## src/rtl/mux8_arbiter.sv

```systemverilog
// rtl/mux8_arbiter.sv - 8-input round-robin arbiter driving a shared mux select
// Each owner holds the mux until done, request drop, or the MAX_HOLD limit, whichever comes first.
module mux8_arbiter #(
  parameter int MAX_HOLD = 16
) (
  input  logic       clk,
  input  logic       rst,
  input  logic [7:0] req,
  input  logic       done,
  output logic [7:0] gnt,
  output logic [2:0] sel,
  output logic       busy,
  output logic       timeout
);

  typedef enum logic {
    ST_IDLE  = 1'b0,
    ST_GRANT = 1'b1
  } state_t;

  localparam logic [7:0] HOLD_LIMIT = 8'(MAX_HOLD - 1);

  state_t     r_state;
  state_t     w_state_nxt;
  logic [7:0] r_gnt;
  logic [7:0] w_gnt_nxt;
  logic [2:0] r_sel;
  logic [2:0] w_sel_nxt;
  logic [2:0] r_ptr;
  logic [2:0] w_ptr_nxt;
  logic [7:0] r_cnt;
  logic [7:0] w_cnt_nxt;
  logic       r_timeout;
  logic       w_timeout_nxt;

  logic       w_found;
  logic [2:0] w_win;
  logic [2:0] w_idx;
  logic       w_owner_req;
  logic       w_limit;
  logic       w_release;

  // Walk from the farthest offset back to ptr so the closest requester wins.
  always_comb begin
    w_found = 1'b0;
    w_win   = r_ptr;
    w_idx   = r_ptr;
    for (int i = 7; i >= 0; i--) begin
      w_idx = r_ptr + 3'(i);
      if (req[w_idx]) begin
        w_found = 1'b1;
        w_win   = w_idx;
      end
    end
  end

  assign w_owner_req = req[r_sel];
  assign w_limit     = (r_cnt == HOLD_LIMIT);
  assign w_release   = done | ~w_owner_req | w_limit;

  always_comb begin
    w_state_nxt   = r_state;
    w_gnt_nxt     = r_gnt;
    w_sel_nxt     = r_sel;
    w_ptr_nxt     = r_ptr;
    w_cnt_nxt     = r_cnt;
    w_timeout_nxt = 1'b0;
    case (r_state)
      ST_IDLE: begin
        if (w_found) begin
          w_state_nxt = ST_GRANT;
          w_gnt_nxt   = 8'b1 << w_win;
          w_sel_nxt   = w_win;
          w_cnt_nxt   = 8'd0;
        end
      end
      ST_GRANT: begin
        if (w_release) begin
          w_state_nxt   = ST_IDLE;
          w_gnt_nxt     = 8'd0;
          w_ptr_nxt     = r_sel + 3'd1;
          // Only flag a forced release; a voluntary one at the limit is not a timeout.
          w_timeout_nxt = w_limit & ~done & w_owner_req;
        end else begin
          w_cnt_nxt = r_cnt + 8'd1;
        end
      end
      default: begin
        w_state_nxt = ST_IDLE;
        w_gnt_nxt   = 8'd0;
      end
    endcase
  end

  always_ff @(posedge clk or posedge rst) begin
    if (rst) begin
      r_state <= ST_IDLE;
    end else begin
      r_state <= w_state_nxt;
    end
  end

  always_ff @(posedge clk or posedge rst) begin
    if (rst) begin
      r_gnt     <= 8'd0;
      r_sel     <= 3'd0;
      r_ptr     <= 3'd0;
      r_cnt     <= 8'd0;
      r_timeout <= 1'b0;
    end else begin
      r_gnt     <= w_gnt_nxt;
      r_sel     <= w_sel_nxt;
      r_ptr     <= w_ptr_nxt;
      r_cnt     <= w_cnt_nxt;
      r_timeout <= w_timeout_nxt;
    end
  end

  assign gnt     = r_gnt;
  assign sel     = r_sel;
  assign busy    = (r_state == ST_GRANT);
  assign timeout = r_timeout;

endmodule

```

## config.mk

```make
export PLATFORM = sky130hd
export DESIGN_NAME = mux8_arbiter
export DESIGN_NICKNAME = d
export VERILOG_FILES = /design/src/rtl/mux8_arbiter.sv
export SDC_FILE = /design/constraint.sdc
export NUM_CORES = 1
export LEC_CHECK = 0
export CAP_MARGIN = 20
export CORE_AREA = 2 2 64 66
export DETAILED_ROUTE_END_ITERATION = 8
export DIE_AREA = 0 0 66 68
export MAX_ROUTING_LAYER = met4
export PLACE_DENSITY = 0.8
export SLEW_MARGIN = 30
export SYNTH_ARGS = -nofsm -noshare
export SYNTH_HDL_FRONTEND = slang
export SYNTH_SLANG_ARGS = --single-unit
```

## constraint.sdc

```tcl
create_clock -name clk -period 6.21 [get_ports clk]
set_clock_uncertainty 0.15 [all_clocks]
set_input_delay 1.5525 -clock clk [delete_from_list [all_inputs] [get_ports clk]]
set_output_delay 1.5525 -clock clk [all_outputs]
set_load 0.05 [all_outputs]
```

### Word level (Yosys, flattened, before mapping)

Index checks and enable logic that the tools add are counted.
W data, S select, Z words.

| storage, ports and cells | value |
|---|---|
| flip-flop bits (word level) | 24 |
| input port bits | 11 |
| output and inout bits | 13 |
| logic and storage cells | 85 |

| operators by class | value |
|---|---|
| $add $sub $neg | 9 |
| order comparisons | 9 |
| equality and inequality tests | 4 |
| shift-type cells | 1 |
| multiplexer cells | 45 |
| bitwise gates (word level) | 7 |
| reductions and logical operators | 4 |

Operators by type and width:

| kind | number |
|---|---|
| $lt A3 B4 Y1 const B | 9 |
| $mux W8 | 4 |
| $pmux W8 S2 | 2 |
| $bmux W1 S3 | 9 |
| $mux W3 | 8 |
| $mux W1 | 21 |
| $add A3 B3 Y3 const B | 4 |
| $add A8 B1 Y8 const B | 1 |
| $eq A8 B4 Y1 const B | 1 |
| $reduce_and A2 Y1 | 4 |
| $shl A1 B3 Y8 const A | 1 |
| $add A3 B1 Y3 const B | 2 |
| $add A3 B2 Y3 const B | 2 |
| $ne A2 B2 Y1 const B | 2 |
| $not A1 Y1 | 3 |
| $and A1 B1 Y1 | 2 |
| $ne A2 B1 Y1 const B | 1 |
| $or A1 B1 Y1 | 2 |
| $pmux W1 S2 | 1 |

### Longest topological paths before layout

| depth | value |
|---|---|
| word-level depth | 14 |
| mapped depth | 12 |
| gate-level depth less buffers | 9 |

### Worst setup path before layout

OpenSTA, ideal clock, no wires.

| timing | value |
|---|---|
| path type | input to register |
| from | input req[2] |
| to | register r_gnt[0], in the netlist gnt[0] |
| library setup time | 110 ps |
| arrival | 3,558 ps |
| required time | 5,950 ps |
| setup slack | 2,392 ps |
| stages on the path | 7 |
| buffers on the path | 1 |
| cell sequence | buf_2 mux4_1 mux2_4 o311ai_2 a21oi_1 or3b_4 o41ai_1 |

| on the way | value |
|---|---|
| word-level cells in the longest chain between the ends | 13 |
| elaborated cells between the ends (all ways) | 43 |
| those cells by class | eq/ne: 2; shift: 1; mux: 36; bitwise: 3; reduce/logical: 1 |

RTL lines:

| what | line | source |
|---|---|---|
| start, declared | 8 | `input logic [7:0] req,` |
| $bmux W1 S3 | 50 | `if (req[w_idx]) begin` |
| $mux W1 (not written as such) | 50 |  |
| $mux W3 (8 in a row) | 50 |  |
| $shl A1 B3 Y8 | 72 | `w_gnt_nxt = 8'b1 << w_win;` |
| $mux W8 | 70 | `if (w_found) begin` |
| $pmux W8 S2 | 68 | `case (r_state)` |
| end signal, assigned | 111 | `r_gnt <= w_gnt_nxt;` |
| end, declared | 25 | `logic [7:0] r_gnt;` |

Parallel ways exist; a longest one is shown, timed or not. The select of a mux whose other input is x is not followed.
A chain may end at the register's enable or synchronous reset.

### Worst setup path in the final report

| timing | value |
|---|---|
| from | input req[0] |
| to | register r_gnt[2], in the netlist gnt[2] |

The elaborated chain is that of the path after synthesis.

==> results.cfg <==
[run_status]
run_status = complete, no violations

[drt]
drtIter0Drc = 153
viasPerCell = 6.52
drtAntennaViolNets = 0
wl_per_cell_um = 17.7
route.detailed.drc = 0
dr.pass1.iters = 4
vias = 1845
routed_wl_um = 5010

[synth]
synth_area_mm2 = 0.00214
synthXorXnorAreaFrac_pct = 4.92
synth_top_area_share_pct = 28.1
ys_seq_elements = 24
synth_nets = 234
synth_mux_area_share_pct = 26.3
yosysSeqAreaShare_pct = 28.1
synthAdderAreaFrac_pct = 2.34
yosysTopAreaCell = dfrtp_1
synth.distinct_cells = 52
synth-simple-area-share_pct = 16.4
synth-compound-area-share_pct = 16.6
synth_top_family_by_area = multiplexers
synth_edf_count = 0
syn_area_per_cell_um2 = 9.76
synthesis.instances = 219
synthFlopType = dfrtp_1
yosys-top-cells-area = dfrtp_1, mux4_2, mux2i_1
synth_warnings = 0
async_flop_share_pct = 100

[critical_path]
r2r_end = gnt[2]
crit_type = in2reg
cp-endpoint = gnt[2]
rr_worst_depth = 9
required_ns = 6.20
r2r_start = r_ptr[1]
path_max_fanout = 12
endpoint_kind = flip-flop
crit_path_start = req[0]
reg2reg_slack_ns = 1.77
cp-start-kind = input port
arrival_ns = 4.45

[die]
io_pins = 24
die_area_mm2 = 0.00449
start_util_pct = 55.4
die_w_um = 66
rows = 23
die_h_um = 68
core_region_area_mm2 = 0.00386

[clock_network]
cts_root_buf = clkbuf_8
ctsResizeCount = 0
hold_buffers = 0
insertion_delay_ns = 0.26
cts.clk_slew.worst_paths_ns = 0.08
cts-buffers-inserted = 3
cts_max_level = 1
clockBufferDepth = 2
clock-sinks = 24
postCtsSetupRepairBufs = 0
cts_tree = done

[global_routing]
grt_pass1_wl_um = 8180
antenna_found_initial = 0
grt_usage_pct = 24.6
grt_max_degree = 25
grt_pass1_vias = 1694
grt.overflow.total = 0

[power]
p_int_mw = 0.697
pwr-share-clk_pct = 6.1
p_per_area_mw_per_mm2 = 607
comb_power_share_pct = 73.5
power_frac_seq_pct = 20.4
p_leak_nw = 0.957
ir_drop_v = 0.000317
switching_share_pct = 52.3
netSwitchingPower_mw = 0.763
power_mw = 1.46

[min_path]
hp-class = reg2reg

[sta]
timing.final.crit_period_ns = 4.45
fmax_mhz = 224
maxSlewHeadroom_pct = 44.2
worst_pin_slew_ns = 0.832
rsz0062_at_grt = no
finalHoldViolCount = 0
setup_viol = 0
report.final.slew_viol_count = 0
finalCritPeriodShare_pct = 71.7
tns_ns = 0

[layout]
antenna_cells = 0
drive_gt1_share_pct = 12.9
syn2layout_area_growth_pct = 12.5
nets = 250

[flow_run]
maxCapViolCount = 0

[placed_design]
hpwl_um = 3650
io_buffers = 23
gp_congestion = 0.899
## layer usage
layer | vias up | part of all wire (%) | GRT usage (%)
met4 | 0 | 2.4 | 9.69
met2 | 80 | 49 | 39.6
met3 | 10 | 6.0 | 2.47
met5 | - | 0 | -
li1 | 860 | - | -
met1 | 895 | 43 | 32.5
## registers in the layout (all words and copies together) (netlist names)
signal   count
timeout      1
busy         1
r_ptr        3
gnt          8
sel          3
r_cnt        8
## cell usage after synthesis (2+ instances only)
library cell	count
a211o_1	2
a211oi_1	3
a21o_1	2
a21oi_1	8
a31oi_1	4
a32o_1	3
and2_1	2
and3_1	2
buf_2	4
buf_4	2
buf_6	2
clkbuf_1	4
dfrtp_1	24
ha_1	4
inv_1	8
inv_2	2
mux2_2	6
mux2i_1	10
mux4_1	2
mux4_2	14
nand2_1	26
nand2b_1	3
nand3_1	2
nand3b_1	2
nand4_1	5
nor2_1	24
nor3_1	2
nor4_1	2
o211ai_1	3
o21ai_0	3
o31ai_1	5
o41ai_1	4
xnor2_1	5
xor2_1	7
## final cells by class
cell class	instances	area [um^2]
Tap cell	50	62.6
Multi-Input combinational cell	172	1430
Inverter	11	41.3
Sequential cell	24	601
Clock buffer	3	41.3
Timing Repair Buffer	23	230
Fill cell	337	1450
## worst min path at each step
stage / cells after the start / slack [ns] / startpoint / endpoint
6_report: 2 / 0.33 / gnt[4] / gnt[4]
5_1_grt: 2 / 0.36 / gnt[7] / gnt[7]
4_1_cts: 2 / 0.33 / gnt[4] / gnt[4]
3_5_place_dp: 2 / 0.31 / gnt[1] / gnt[1]
3_3_place_gp: 2 / 0.31 / gnt[0] / gnt[0]
2_1_floorplan: 2 / 0.35 / r_cnt[7] / r_cnt[7]
## kinds of logic after synthesis
family,after synthesis
simple gates,75
buf+inv,23
xor+xnor,12
fa+ha+maj,4
flops,24
mux,34
compound gates,47
## worst max-delay path, stage by stage
cell	delay [ns]
clkdlybuf4s50_1	0.62
mux4_2	0.60
nor4_1	0.55
a31oi_2	0.38
nor2_1	0.53
nand2_1	0.12
o41ai_1	0.09
## power by group through the flow
stage          Sequential [mW]  Combinational [mW]  Clock [mW]
5_1_grt                  0.309                1.16      0.0952
4_1_cts                  0.297                1.07      0.0905
6_report                 0.297                1.07      0.0889
3_3_place_gp             0.298                1.03           0
2_1_floorplan            0.302               0.846           0
3_5_place_dp             0.300                1.06           0
## per-stage QoR
stage	cells	utilization, %	hold WS (ns)	worst slack (ns)	area (um^2)
global placement	280	61.1	0.311	1.64	2360
floorplan	219	-	0.355	2.39	2140
CTS	283	62.2	0.334	1.74	2400
global route	283	62.4	0.355	1.45	2400
detailed placement	280	61.1	0.312	1.51	2360
finish	283	62.4	0.332	1.76	2400
## placed cells by master (no fill, tap or decap), drive strengths merged, types with 2 or more instances in the layout
cell	count
nand4	5
ha	4
nand2b	3
o41ai	4
nand3b	2
a32o	3
clkbuf	3
xnor2	5
a21oi	8
o31ai	5
xor2	7
mux2i	10
a31oi	4
nor4	2
mux4	16
a211o	2
o311ai	2
mux2	8
a21o	2
clkinv	2
a211oi	3
and3	2
nand3	2
inv	9
o211ai	3
o21ai	3
dfrtp	24
nand2	26
clkdlybuf4s50	23
and2	2
nor2	24
nor3	2
Power figures use the tool's default switching activity.
